[src/rtl/control_sequencer.sv]
// Hardwired fetch/decode/execute control for the 16-register bus datapath; Moore outputs, one bus source per cycle.
// Define ILLEGAL_TRAP_EN to halt on illegal opcodes (default: illegal opcodes execute as NOP).
module control_sequencer #(
   parameter int MEM_WAIT = 1
) (
   input  logic        clk,
   input  logic        clr,
   input  logic        run,
   input  logic [31:0] ir,
   output logic        pc_out,
   output logic        mdr_out,
   output logic        zlo_out,
   output logic        zhi_out,
   output logic        mar_enable,
   output logic        mdr_enable,
   output logic        ir_enable,
   output logic        y_enable,
   output logic        z_enable,
   output logic        hi_enable,
   output logic        lo_enable,
   output logic        pc_increment,
   output logic        read,
   output logic [15:0] reg_out_sel,
   output logic [15:0] reg_in_sel,
   output logic [4:0]  op_code,
   output logic [3:0]  t_state,
   output logic        halted,
   output logic        illegal
);

   localparam int CW = (MEM_WAIT < 1) ? 1 : $clog2(MEM_WAIT + 1);

   typedef enum logic [3:0] {
      S_IDLE   = 4'd0,
      S_FETCH0 = 4'd1,
      S_FETCH1 = 4'd2,
      S_FETCH2 = 4'd3,
      S_T3     = 4'd4,
      S_T4     = 4'd5,
      S_T5     = 4'd6,
      S_T6     = 4'd7,
      S_HALT   = 4'd8
   } state_t;

   state_t          state, state_nxt, end_nxt;
   logic [CW-1:0]   cnt;
   logic [4:0]      opcode;
   logic [3:0]      ra, rb, rc;
   logic            is_alu, is_md, is_nop, is_halt, is_ill;
   logic            unused_ir_bits;

   assign opcode  = ir[31:27];
   assign ra      = ir[26:23];
   assign rb      = ir[22:19];
   assign rc      = ir[18:15];
   assign unused_ir_bits = ^ir[14:0];

   assign is_alu  = (opcode <= 5'h0C);
   assign is_md   = (opcode == 5'h0F) || (opcode == 5'h10);
   assign is_nop  = (opcode == 5'h1E);
   assign is_halt = (opcode == 5'h1F);
   assign is_ill  = !(is_alu || is_md || is_nop || is_halt);

   // Instruction end is not a state of its own: it folds into the last execute cycle.
   assign end_nxt = run ? S_FETCH0 : S_IDLE;
   assign t_state = state;

   always_ff @(posedge clk or negedge clr) begin
      if (!clr) begin
         state <= S_IDLE;
         cnt   <= '0;
      end else begin
         state <= state_nxt;
         if (state == S_FETCH0)
            cnt <= CW'(MEM_WAIT);
         else if (state == S_FETCH1 && cnt != '0)
            cnt <= cnt - 1'b1;
      end
   end

`ifdef ILLEGAL_TRAP_EN
   logic illegal_q;
   logic illegal_c;

   always_ff @(posedge clk or negedge clr) begin
      if (!clr)
         illegal_q <= 1'b0;
      else if (state == S_T3 && is_ill)
         illegal_q <= 1'b1;
   end

   assign illegal = illegal_c;
`else
   assign illegal = 1'b0;
`endif

   always_comb begin
      state_nxt    = state;
      pc_out       = 1'b0;
      mdr_out      = 1'b0;
      zlo_out      = 1'b0;
      zhi_out      = 1'b0;
      mar_enable   = 1'b0;
      mdr_enable   = 1'b0;
      ir_enable    = 1'b0;
      y_enable     = 1'b0;
      z_enable     = 1'b0;
      hi_enable    = 1'b0;
      lo_enable    = 1'b0;
      pc_increment = 1'b0;
      read         = 1'b0;
      reg_out_sel  = 16'h0000;
      reg_in_sel   = 16'h0000;
      op_code      = 5'h00;
      halted       = 1'b0;
`ifdef ILLEGAL_TRAP_EN
      illegal_c    = 1'b0;
`endif
      case (state)
         S_IDLE: begin
            if (run)
               state_nxt = S_FETCH0;
         end
         S_FETCH0: begin
            pc_out       = 1'b1;
            mar_enable   = 1'b1;
            pc_increment = 1'b1;
            state_nxt    = S_FETCH1;
         end
         S_FETCH1: begin
            read       = 1'b1;
            mdr_enable = 1'b1;
            if (cnt == '0)
               state_nxt = S_FETCH2;
         end
         S_FETCH2: begin
            mdr_out   = 1'b1;
            ir_enable = 1'b1;
            state_nxt = S_T3;
         end
         S_T3: begin
            if (is_alu || is_md) begin
               reg_out_sel = 16'h0001 << rb;
               y_enable    = 1'b1;
               state_nxt   = S_T4;
            end else if (is_halt) begin
               halted    = 1'b1;
               state_nxt = S_HALT;
            end else if (is_ill) begin
`ifdef ILLEGAL_TRAP_EN
               halted    = 1'b1;
               illegal_c = 1'b1;
               state_nxt = S_HALT;
`else
               state_nxt = end_nxt;
`endif
            end else begin
               state_nxt = end_nxt;
            end
         end
         S_T4: begin
            reg_out_sel = 16'h0001 << rc;
            op_code     = opcode;
            z_enable    = 1'b1;
            state_nxt   = S_T5;
         end
         S_T5: begin
            zlo_out = 1'b1;
            if (is_md) begin
               lo_enable = 1'b1;
               state_nxt = S_T6;
            end else begin
               reg_in_sel = 16'h0001 << ra;
               state_nxt  = end_nxt;
            end
         end
         S_T6: begin
            zhi_out   = 1'b1;
            hi_enable = 1'b1;
            state_nxt = end_nxt;
         end
         S_HALT: begin
            halted = 1'b1;
`ifdef ILLEGAL_TRAP_EN
            illegal_c = illegal_q;
`endif
         end
         default: state_nxt = S_IDLE;
      endcase
   end

endmodule

[config.mk]
export PLATFORM = sky130hd
export DESIGN_NAME = control_sequencer
export DESIGN_NICKNAME = d
export VERILOG_FILES = /design/src/rtl/control_sequencer.sv
export SDC_FILE = /design/constraint.sdc
export NUM_CORES = 1
export LEC_CHECK = 0
export CAP_MARGIN = 20
export CORE_MARGIN = 8
export CORE_UTILIZATION = 32
export CTS_BUF_LIST = sky130_fd_sc_hd__clkbuf_8 sky130_fd_sc_hd__clkbuf_16
export DETAILED_ROUTE_END_ITERATION = 10
export HOLD_SLACK_MARGIN = 0.1
export PLACE_DENSITY = 0.95
export SETUP_SLACK_MARGIN = 0.4
export SYNTH_ARGS = -nofsm -noshare
export SYNTH_HDL_FRONTEND = slang
export SYNTH_SLANG_ARGS = --single-unit
[constraint.sdc]
create_clock -name clk -period 4.7 [get_ports clk]
set_clock_uncertainty 0.1 [all_clocks]
set_input_delay 0.94 -clock clk [delete_from_list [all_inputs] [get_ports clk]]
set_output_delay 0.94 -clock clk [all_outputs]
set_load 0.02 [all_outputs]
Word-level counts from Yosys, hierarchy flattened
Cells that the tools add are included.
{"block": "totals", "in_bits": 35, "regBits": 5, "wordCells": 54, "out_inout_bits": 56}
{"block": "op_classes", "add_sub_neg": 1, "bitwise_logic": 1, "n_eq_ne": 13, "n_mux": 27, "n_lt_le_gt_ge": 1, "shifts": 3, "n_reduce_logical": 6}
{"op": "$mux 16", "count": 3}
{"op": "$shl 1x4->16 const A", "count": 3}
{"op": "$pmux 4 s9", "count": 1}
{"op": "$pmux 16 s2", "count": 1}
{"op": "$eq 4x3->1 const B", "count": 4}
{"op": "$mux 4", "count": 4}
{"op": "$mux 1", "count": 15}
{"op": "$eq 5x5->1 const B", "count": 2}
{"op": "$eq 4x2->1 const B", "count": 2}
{"op": "$eq 5x4->1 const B", "count": 1}
{"op": "$le 5x4->1 const B", "count": 1}
{"op": "$mux 5", "count": 1}
{"op": "$eq 4x1->1 const B", "count": 1}
{"op": "$eq 4x4->1 const B", "count": 1}
{"op": "$logic_not 4->1", "count": 1}
{"op": "$ne 2x2->1 const B", "count": 2}
{"op": "$mux 3", "count": 1}
{"op": "$reduce_and 3->1", "count": 1}
{"op": "$logic_or 1x1->1", "count": 2}
{"op": "$pmux 1 s2", "count": 1}
{"op": "$reduce_bool 2->1", "count": 1}
{"op": "$logic_and 1x1->1", "count": 1}
{"op": "$not 1->1", "count": 1}
{"op": "$sub 1x1->1 const B", "count": 1}

Logic depth before layout (Yosys ltp)
{"block": "depth", "word_depth": 5, "ltp_mapped": 6, "ltp_nobuf": 5}

Worst setup path after synthesis
Ideal clock, no wire load.
{"block": "synth_path", "path_type": "input to output", "from": "input ir[27]", "to": "output reg_out_sel[0]", "path_slack_ns": 1.145, "cell_stages": 5, "n_path_buf": 1, "t_arrival_ns": 2.515, "cell_sequence": "nor2_1 -> nand2_1 -> a2111o_1 -> buf_6 -> o41ai_1"}
{"block": "synth_between", "elab_chain_len": 5, "elab_cells_between_ends": 7}
{"item": "start: declaration", "line": "9", "rtl": "input logic [31:0] ir,"}
{"item": "branches (longest 2 deep; another with $le 5x4->1)"}
{"item": "$logic_or 1x1->1 *", "line": "142", "rtl": "if (is_alu || is_md) begin"}
{"item": "$mux 16 *", "line": "142"}
{"item": "$pmux 16 s2 *", "line": "119", "rtl": "case (state)"}
{"item": "end: declaration", "line": "23", "rtl": "output logic [15:0] reg_out_sel,"}
Every way passes the cells marked *.

Final worst setup path
{"block": "layout_path", "from": "input ir[30]", "to": "output reg_in_sel[2]"}
{"block": "layout_between", "elab_chain_len": 4, "elab_cells_between_ends": 5}
{"item": "$eq 5x4->1 / $eq 5x5->1 (equally long branches)", "line": "59", "rtl": "assign is_md = (opcode == 5'h0F) || (opcode == 5'h10);"}
{"item": "$logic_or 1x1->1 *", "line": "59"}
{"item": "$mux 16 *", "line": "169", "rtl": "if (is_md) begin"}
{"item": "$mux 16 *", "line": "119"}
{"item": "end: declaration", "line": "24", "rtl": "output logic [15:0] reg_in_sel,"}
Mark *: on every way between the ends. The rest lies on a longest branch, timed or not.

==> out/metrics.cfg <==
[status]
status = finished, final reports clean

[placed_design]
place_ws_ns = 0.301
io_buffers = 74
dpl.hpwl_mm = 3.02
gp_congestion = 0.825

[power]
p_switching_uw = 236
leakagePower_uw = 0.000828
peakVddDrop_mv = 0.404
p_int_uw = 269
p_clk_share_pct = 15.8
p_per_area_mw_per_mm2 = 305
switching_share_pct = 46.8
seqPwrFrac_pct = 19.8
p_comb_share_pct = 64.4

[sta]
setup_ws_ns = 0.565
slew_violations = 0
final.setup.tns_ns = 0
relSlewSlack_pct = 62.7
setup_violations = 0
tightest_slew_ns = 0.553
fmax_ghz = 0.242
period_minus_slack_ns = 4.13
hold_viol = 0
timing.hold.ws_ns = 0.411
period_share_pct = 88.0
rsz0062_at_grt = false

[drt]
wire_per_inst_um = 15.8
drt_wl_total_mm = 3.73
drt_first_pass_iters = 4
via_count = 1255
route.detailed.drc = 0
routed_via_density = 5.32
ant_nets = 0
drt_iter0_drc = 74

[cells_and_area]
insertedDiodeCount = 0
fill_cells = 255
drive_above_1_share_pct = 3.90
final_cell_mix = 52 x clkdlybuf4s50_1, 19 x nor2_1, 17 x nand2_1
area_delta_synth_final_pct = 80.4
nets = 241
layout_commonest_cell = clkdlybuf4s50_1

[grt]
antenna_found_initial = 0
grt_use_total_pct = 14.6
grt_overflow = 0
first_global_vias = 1268
grt_max_degree = 20
grt_pass1_wl_mm = 6.04

[clocking]
cts.reportedPaths.clkPinSlew_ns = 0.04
cts_root_buf = clkbuf_8
numCtsBuffers = 3
cts_setup_buffers = 0
worstSkewPairLatency_ns = 0.23
clk_path_buf_depth = 2
cts_tree = done
cts_sinks = 5
htreeDepth = 1
holdBufCountCts = 0
cts_resized = 15

[synthesis]
syn-num-nets = 174
synth_cells = 139
synth_top_cell_area_share_pct = 13.6
synth_top_family_by_area = simple AND/OR/NAND/NOR gates
synthesis.area_um2 = 918
synth_area_leader_cell = dfrtp_1
ys_seq_area_share_pct = 13.6
yosys_warnings = 0
async_flop_share_pct = 100
synth_compound_area_share_pct = 25.1
yosys-top-cells-area = dfrtp_1 14%, o31ai_1 8.2%, nor2_1 7.8%
ys.flop_type = dfrtp_1
muxShareOfSynthArea_pct = 0
synthAdderAreaFrac_pct = 0
synth_xor_area_share_pct = 0
synth-simple-area-share_pct = 47.5
post_synth.cell_area_avg_um2 = 6.61
synth_cell_type_count = 37
synth_edf_count = 0
ys_ff_latch = 5

[floorplan]
fp.dieH_um = 69.6
dieArea_mm2 = 0.00484
initial_utilization_pct = 33.6
core_area_mm2 = 0.00273
boundaryPins = 91
die_w_um = 69.6
fp-row-count = 19

[setup_path]
critPathBufInv = 2
slowest_stage = clkdlybuf4s50_1
crit_chain = clkdlybuf4s50_1, and4_2, a221oi_2, nand3b_1, nor3_1, clkdlybuf4s50_1
path_delay_family = buffers and inverters
crit_path_start_kind = primary input
cp.required_ns = 3.66
critPathKind = primary input to output port
cp.arrival_ns = 3.09
cp_common_cell = clkdlybuf4s50_1
cpPeakStageDelay_ns = 0.64
crit_fanout = 6
end_kind = output port

[run]
drv_cap = 0

[min_path]
min_path_type = flip-flop to flip-flop

## worst register-to-register path: cells and delay by family (launching register included)
family / cells / cell delay (ns)
flops: 1 / 0.50
buf+inv: 1 / 0.10
simple gates: 1 / 0.28
compound gates: 2 / 0.48
## cells in the mapped netlist, types with 4 or more instances
library cell  number
nand2_1           17
o41ai_1            4
nand3_1            7
o31ai_1           10
nand2b_1          11
nor2_1            19
o21ai_0            4
nor3_1             7
buf_4              6
inv_1              8
dfrtp_1            5
## power groups by stage
stage | sequential (uW) | combinational (uW) | clock, uW
after floorplan | 84.6 | 214 | 0
after global placement | 96.5 | 318 | 0
after detailed placement | 98.4 | 330 | 0
after CTS | 98.8 | 330 | 79.3
after global routing | 105 | 346 | 82.8
final | 100 | 325 | 79.7
## through the flow
| step | total power, uW | instance area [um2] | util, % | cells |
|---|---|---|---|---|
| 6_report | 505 | 1660 | 60.6 | 236 |
| 5_1_grt | 534 | 1660 | 60.6 | 236 |
| 4_1_cts | 508 | 1640 | 60.0 | 236 |
| 3_5_place_dp | 428 | 1610 | 59.0 | 232 |
| 3_3_place_gp | 415 | 1610 | 59.0 | 232 |
| 2_1_floorplan | 299 | 918 | - | 139 |
## area by class of cell
| type | count | area, um2 | area share [%] |
|---|---|---|---|
| Clock inverter | 1 | 3.75 | 0.227 |
| Timing Repair Buffer | 75 | 747 | 45.1 |
| Sequential cell | 5 | 125 | 7.55 |
| Inverter | 8 | 30.0 | 1.81 |
| Tap cell | 31 | 38.8 | 2.34 |
| Multi-Input combinational cell | 113 | 671 | 40.5 |
| Clock buffer | 3 | 41.3 | 2.49 |
## sequential cells by signal, indices dropped and copies added, names as in the netlist
name and cells:
cnt 1, t_state 4
## worst paths after layout
kind / startpoint / endpoint / slack (ns) / cells after the start
max: ir[30] / reg_in_sel[2] / 0.57 / 6
min: cnt / cnt / 0.41 / 1
max reg2reg: t_state[0] / t_state[0] / 3.15 / 4
min reg2reg: cnt / cnt / 0.41 / 1
max in group asynchronous: clr / cnt / 3.47 / 1
min in group asynchronous: clr / t_state[3] / 0.84 / 1
## cells by family (layout without fill, tap and decap cells)
kind of cell / Yosys count / after routing
AOI/OAI and AO/OA: 29 / 29
DFF: 5 / 5
other: 1 / 1
and+or+nand+nor: 83 / 83
buffers and inverters: 21 / 87
## per-layer routing
metal / up-vias / wire [um] / GRT usage, %
met5: - / 0 / 0
met4: 0 / 31 / 4.10
met3: 4 / 263 / 3.58
met2: 63 / 1840 / 25.5
met1: 561 / 1590 / 17.0
li1: 627 / - / -
(Power assumes the default switching activity.)
